## src/rtl/stopwatch_pkg.sv

```systemverilog
// Shared types and constants for the MM:SS stopwatch core.
package stopwatch_pkg;

   typedef enum logic [1:0] {
      RUN   = 2'd0,
      PAUSE = 2'd1,
      ADJ   = 2'd2
   } state_t;

   typedef logic [3:0] bcd_t;

   // Four display digits as presented to the seven-segment driver.
   typedef struct packed {
      bcd_t min_ten;
      bcd_t min_one;
      bcd_t sec_ten;
      bcd_t sec_one;
   } mmss_t;

   localparam int unsigned SEC_MAX_TEN = 5;
   localparam int unsigned SEC_MAX_ONE = 9;

endpackage

```

## src/rtl/bcd_pair_counter.sv

```systemverilog
// Two-digit BCD counter wrapping from MAX_VAL to 00; carry_c flags the wrapping increment.
module bcd_pair_counter
   import stopwatch_pkg::*;
#(
   parameter int unsigned MAX_VAL = 59
) (
   input  logic clk,
   input  logic rst_n,
   input  logic inc,
   input  logic clear,
   output bcd_t ten,
   output bcd_t one,
   output logic carry_c
);

   localparam bcd_t MAX_TEN = bcd_t'(MAX_VAL / 10);
   localparam bcd_t MAX_ONE = bcd_t'(MAX_VAL % 10);

   bcd_t ten_q, ten_d;
   bcd_t one_q, one_d;
   logic at_max_c;

   assign at_max_c = (ten_q == MAX_TEN) && (one_q == MAX_ONE);
   assign carry_c  = inc && !clear && at_max_c;

   always_comb begin
      ten_d = ten_q;
      one_d = one_q;
      if (clear) begin
         ten_d = '0;
         one_d = '0;
      end else if (inc) begin
         if (at_max_c) begin
            ten_d = '0;
            one_d = '0;
         end else if (one_q == 4'd9) begin
            ten_d = ten_q + 4'd1;
            one_d = '0;
         end else begin
            one_d = one_q + 4'd1;
         end
      end
   end

   always_ff @(posedge clk or negedge rst_n) begin
      if (!rst_n) begin
         ten_q <= '0;
         one_q <= '0;
      end else begin
         ten_q <= ten_d;
         one_q <= one_d;
      end
   end

   assign ten = ten_q;
   assign one = one_q;

endmodule

```

## src/rtl/stopwatch_counter.sv

```systemverilog
// Stopwatch timekeeping core: RUN/PAUSE/ADJ control over an MM:SS BCD count.
// Optional lap-hold display freeze is built when STOPWATCH_LAP_EN is defined.
module stopwatch_counter
   import stopwatch_pkg::*;
#(
   parameter int unsigned MAX_MIN = 59
) (
   input  logic       clk,
   input  logic       rst_n,
   input  logic       tick_1hz,
   input  logic       tick_2hz,
   input  logic       pse,
   input  logic       clr,
   input  logic       adj,
   input  logic       sel,
`ifdef STOPWATCH_LAP_EN
   input  logic       lap,
   output logic       lap_active,
`endif
   output logic [3:0] sec_one,
   output logic [3:0] sec_ten,
   output logic [3:0] min_one,
   output logic [3:0] min_ten,
   output logic       paused,
   output logic       adjusting
);

   state_t state_q, state_d;
   logic   saved_pause_q, saved_pause_d;
   logic   paused_q, paused_d;
   logic   adjusting_q, adjusting_d;

   logic   sec_inc_c;
   logic   adj_min_inc_c;
   logic   run_chain_c;
   logic   min_inc_c;
   logic   sec_carry_c;
   logic   min_carry_c;
   mmss_t  live_c;
   mmss_t  disp_c;

   // Control FSM: clr leaves the state alone; ADJ entry drops any 1 Hz tick that cycle.
   always_comb begin
      state_d       = state_q;
      saved_pause_d = saved_pause_q;
      sec_inc_c     = 1'b0;
      adj_min_inc_c = 1'b0;
      run_chain_c   = 1'b0;
      if (!clr) begin
         unique case (state_q)
            RUN: begin
               if (adj) begin
                  state_d       = ADJ;
                  saved_pause_d = 1'b0;
               end else begin
                  sec_inc_c   = tick_1hz;
                  run_chain_c = 1'b1;
                  if (pse) state_d = PAUSE;
               end
            end
            PAUSE: begin
               if (adj) begin
                  state_d       = ADJ;
                  saved_pause_d = 1'b1;
               end else if (pse) begin
                  state_d = RUN;
               end
            end
            ADJ: begin
               if (!adj) begin
                  state_d = saved_pause_q ? PAUSE : RUN;
               end else if (tick_2hz) begin
                  sec_inc_c     = sel;
                  adj_min_inc_c = !sel;
               end
            end
            default: state_d = RUN;
         endcase
      end
      paused_d    = (state_d == PAUSE);
      adjusting_d = (state_d == ADJ);
   end

   // Minutes advance on the seconds wrap in RUN, or directly when adjusting.
   assign min_inc_c = run_chain_c ? sec_carry_c : adj_min_inc_c;

   always_ff @(posedge clk or negedge rst_n) begin
      if (!rst_n) begin
         state_q       <= RUN;
         saved_pause_q <= 1'b0;
         paused_q      <= 1'b0;
         adjusting_q   <= 1'b0;
      end else begin
         state_q       <= state_d;
         saved_pause_q <= saved_pause_d;
         paused_q      <= paused_d;
         adjusting_q   <= adjusting_d;
      end
   end

   bcd_pair_counter #(
      .MAX_VAL(SEC_MAX_TEN * 10 + SEC_MAX_ONE)
   ) u_sec (
      .clk    (clk),
      .rst_n  (rst_n),
      .inc    (sec_inc_c),
      .clear  (clr),
      .ten    (live_c.sec_ten),
      .one    (live_c.sec_one),
      .carry_c(sec_carry_c)
   );

   bcd_pair_counter #(
      .MAX_VAL(MAX_MIN)
   ) u_min (
      .clk    (clk),
      .rst_n  (rst_n),
      .inc    (min_inc_c),
      .clear  (clr),
      .ten    (live_c.min_ten),
      .one    (live_c.min_one),
      .carry_c(min_carry_c)
   );

`ifdef STOPWATCH_LAP_EN
   logic  lap_active_q, lap_active_d;
   mmss_t hold_q, hold_d;

   // Lap hold toggles on each pulse; clr or ADJ entry always releases it.
   always_comb begin
      lap_active_d = lap_active_q;
      hold_d       = hold_q;
      if (clr || ((state_d == ADJ) && (state_q != ADJ))) begin
         lap_active_d = 1'b0;
      end else if (lap) begin
         lap_active_d = !lap_active_q;
         if (!lap_active_q) hold_d = live_c;
      end
   end

   always_ff @(posedge clk or negedge rst_n) begin
      if (!rst_n) begin
         lap_active_q <= 1'b0;
         hold_q       <= '0;
      end else begin
         lap_active_q <= lap_active_d;
         hold_q       <= hold_d;
      end
   end

   assign disp_c     = lap_active_q ? hold_q : live_c;
   assign lap_active = lap_active_q;
`else
   assign disp_c = live_c;
`endif

   assign sec_one   = disp_c.sec_one;
   assign sec_ten   = disp_c.sec_ten;
   assign min_one   = disp_c.min_one;
   assign min_ten   = disp_c.min_ten;
   assign paused    = paused_q;
   assign adjusting = adjusting_q;

   logic unused_c;
   assign unused_c = min_carry_c;

endmodule

```

## config.mk

```make
export PLATFORM = sky130hd
export DESIGN_NAME = stopwatch_counter
export DESIGN_NICKNAME = d
export VERILOG_FILES = /design/src/rtl/stopwatch_pkg.sv /design/src/rtl/bcd_pair_counter.sv /design/src/rtl/stopwatch_counter.sv
export SDC_FILE = /design/constraint.sdc
export NUM_CORES = 1
export LEC_CHECK = 0
export ABC_AREA = 1
export CORE_MARGIN = 4
export CORE_UTILIZATION = 50
export DETAILED_ROUTE_END_ITERATION = 10
export MAX_ROUTING_LAYER = met4
export PLACE_DENSITY = 0.77
export SLEW_MARGIN = 20
export SYNTH_ARGS = -nofsm -noshare
export SYNTH_HDL_FRONTEND = slang
export SYNTH_SLANG_ARGS = --single-unit
export TNS_END_PERCENT = 10
```

## constraint.sdc

```tcl
create_clock -name clk -period 1.6 [get_ports clk]
set_input_delay 0.24 -clock clk [delete_from_list [all_inputs] [get_ports clk]]
set_output_delay 0.24 -clock clk [all_outputs]
set_load 0.1 [all_outputs]
```

==> flow_summary.yaml <==
run_status:
  status: "finished, final reports clean"
synthesis:
  avgSynthCellArea_sq_um: 8.21
  synth_edf_count: 0
  synth_fp_nets: 172
  yosysSeqAreaShare_pct: 41.0
  synth_area_sq_um: 1280
  async_flop_share_pct: 100
  post_synth_num_cell_types: 28
  ys.flop_type: "dfrtp_1"
  synth-seq-cells: 21
  synth_cells: 156
  yosysWarnings: 0
global_route:
  grt_pass1_vias: 1205
  grt_antenna_before_repair: 0
  grt_pass1_wl_um: 5040
  grt_max_degree: 22
  gr-total-overflow: 0
  grt_use_total_pct: 19.5
sta:
  maxSlewViolCount: 0
  fin_crit_ns: 1.49
  clock_skew_ns: 0.0114
  finalSetupViolations: 0
  post-route-period-util_pct: 92.9
  max_slew_margin_pct: 79.8
  worst-slew-pin-transition_ns: 0.303
  hold_violations: 0
  rsz0062_at_grt: "false"
  whs_ns: 0.243
  fmax_mhz: 672
setup_path:
  ff2ff_path_depth: 9
  r2r_end: "u_min.ten[3]"
  cp.arrival_ns: 1.72
  r2r_start: "u_sec.one[1]"
  worst_setup_path_end_kind: "register"
  critPathLaunchType: "register"
  crit_type: "register to register"
  r2r_setup_slack_ns: 0.11
  worstPathRequired_ns: 1.83
  crit_top_cell: "nand2_1"
  crit_path_max_fanout: 11
  max_stage_delay_ns: 0.50
  path_cells: "inv_2 > ha_1 > nand3_2 > nor2_4 > nand3_4 > nand2_8 > nand2_4 > nand2_1 > nand2_1"
  crit_slowest_cell: "dfrtp_4"
run:
  maxCapViolCount: 0
place:
  dp_hpwl_um: 2270
  placed_cell_area_sq_um: 1840
  place.port_buffers: 25
  gp_congestion: 0.765
cells_and_area:
  area_growth_pct: 48.6
  finalInstanceArea_sq_um: 1900
  final.fill_count: 168
  nets: 209
  drive_above_1_share_pct: 38.5
  post-route-util_pct: 77.6
  n_antenna_cell: 0
floorplanning:
  dieArea_sq_um: 3440
  die_x_um: 58.6
  io_pins: 26
  core_region_area_sq_um: 2450
  rows: 18
  die_y_um: 58.6
  start_util_pct: 52.2
power:
  pwr-share-seq_pct: 37.8
  p_leak_uw: 0.000849
  switching_share_pct: 45.2
  p_comb_share_pct: 47.8
  vdd_drop_max_v: 0.000887
  power_frac_clock_pct: 14.4
  power.density_nw_per_um2: 1000
  p_switching_uw: 861
  intPower_uw: 1040
route:
  wl_per_cell_um: 13.3
  vias_per_cell: 5.28
  drtPass1Iterations: 5
  drc: 0
  vias: 1173
  finalWirelength_um: 2960
  drtIter0Drc: 37
  drtAntennaViolNets: 0
clock_network:
  clk-insertion-delay-late_ns: 0.32
  cts_buffers: 3
  cts-hold-fix-buffers: 0
  cts_tree: "yes"
  clock_path_buffers: 2
  cts_root_buf: "clkbuf_4"
  clock-sinks: 21
  htreeDepth: 1
  path_clk_slew_ns: 0.13
min_path:
  hp-class: "input port to asynchronous set/reset pin"
-- stage by stage --
step	TNS (ns)	setup slack, ns	total power [uW]	std cells
floorplan	-0.0208	-0.00578	1280	156
global placement	-0.0309	-0.0117	1610	217
detailed placement	-0.466	-0.112	1630	217
CTS	0	0.0332	1900	221
global route	0	0.00626	2000	222
finish	0	0.113	1900	222
-- layout make-up --
type                       instances  area, sq um  area share [%]
inverter                          17         63.8            3.35
clock buffer                       4         26.3            1.38
multi-input combinational        116          718            37.7
tap                               30         37.5            1.97
sequential                        21          561            29.4
timing repair buffer              34          498            26.1
-- cells in the mapped netlist, types with 3 or more instances --
cell type	instances	area share, %
nand2_1	37	11
dfrtp_1	21	41
nand3_1	18	7.0
inv_1	12	3.5
nor2_1	11	3.2
ha_1	8	7.8
nor3_1	6	2.3
inv_2	5	1.5
nor2_2	4	2.0
xor2_1	4	2.7
a21oi_1	3	1.2
nand2_2	3	1.5
nand3_2	3	2.3
-- layout by cell type (no fill, tap or decap), types with 3 or more instances in the layout --
master	synthesis	layout
nand2_2	3	4
buf_4	0	9
clkbuf_4	0	3
inv_1	12	10
inv_2	5	7
nor2_2	4	4
dfrtp_2	0	10
dfrtp_1	21	5
nand3_2	3	4
a21oi_1	3	3
nor3_1	6	6
ha_1	8	7
nand3_1	18	17
dfrtp_4	0	6
nor2_1	11	11
o21ai_2	2	3
buf_12	0	18
clkdlybuf4s50_1	0	7
xor2_1	4	4
nand2_1	37	35
-- power by group through the flow --
| stage | logic [uW] | clock network [uW] | registers [uW] |
|---|---|---|---|
| finish | 910 | 275 | 719 |
| global route | 968 | 305 | 727 |
| CTS | 903 | 279 | 719 |
| detailed placement | 902 | 0 | 730 |
| global placement | 885 | 0 | 727 |
| floorplan | 207 | 0 | 1070 |
-- worst max-delay path by stage --
| stage | to | slack [ns] | cells past startpoint | startpoint |
|---|---|---|---|---|
| 3_5_place_dp | u_min.ten[3] | -0.11 | 10 | adj |
| 5_1_grt | u_min.ten[3] | 0.006 | 9 | u_sec.one[1] |
| 3_3_place_gp | u_min.ten[3] | -0.01 | 10 | adj |
| 4_1_cts | u_min.ten[3] | 0.03 | 9 | u_sec.one[1] |
| 6_report | u_min.ten[3] | 0.11 | 9 | u_sec.one[1] |
| 2_1_floorplan | u_min.one[2] | -0.006 | 9 | u_sec.ten[1] |
-- critical path: cells and delay by family (launching register included) --
family / cells / cell delay, ns
flops: 1 / 0.50
buf+inv: 1 / 0.07
simple gates: 7 / 0.68
fa+ha+maj: 1 / 0.15
-- what timing repair did --
| action | 4_1_cts | 5_1_grt |
|---|---|---|
| endpoints found under the setup margin | 0 | 4 |
| hold endpoints to repair | 0 | 0 |
| buffers inserted | 0 | 1 |
| gates resized for setup | 0 | 6 |
-- sequential cells by signal, indices dropped and copies added (netlist names) --
register,flops
u_min.one,4
u_min.ten,4
u_sec.one,4
u_sec.ten,4
state_q,2
adjusting,1
paused,1
saved_pause_q,1
-- layer usage --
metal  vias to the layer above  part of all wire, %  routed length, um  track usage (%)
li1                        578                    -                  -                -
met1                       554                   41               1220             22.2
met2                        36                   53               1560             34.0
met3                         5                  4.4                131             3.51
met4                         0                  1.5                 44             7.44
met5                         -                    0                  0                -
-- kinds of logic (layout without fill, tap and decap cells) --
group | count (synthesis) | after routing | synth area share [%]
buf+inv | 19 | 55 | 6.54
fa+ha+maj | 8 | 8 | 7.81
xor+xnor | 6 | 6 | 4.10
simple gates | 91 | 91 | 35.5
flops | 21 | 21 | 41.0
compound gates | 11 | 11 | 5.08
Note: power is estimated with default switching activity, not from simulation.
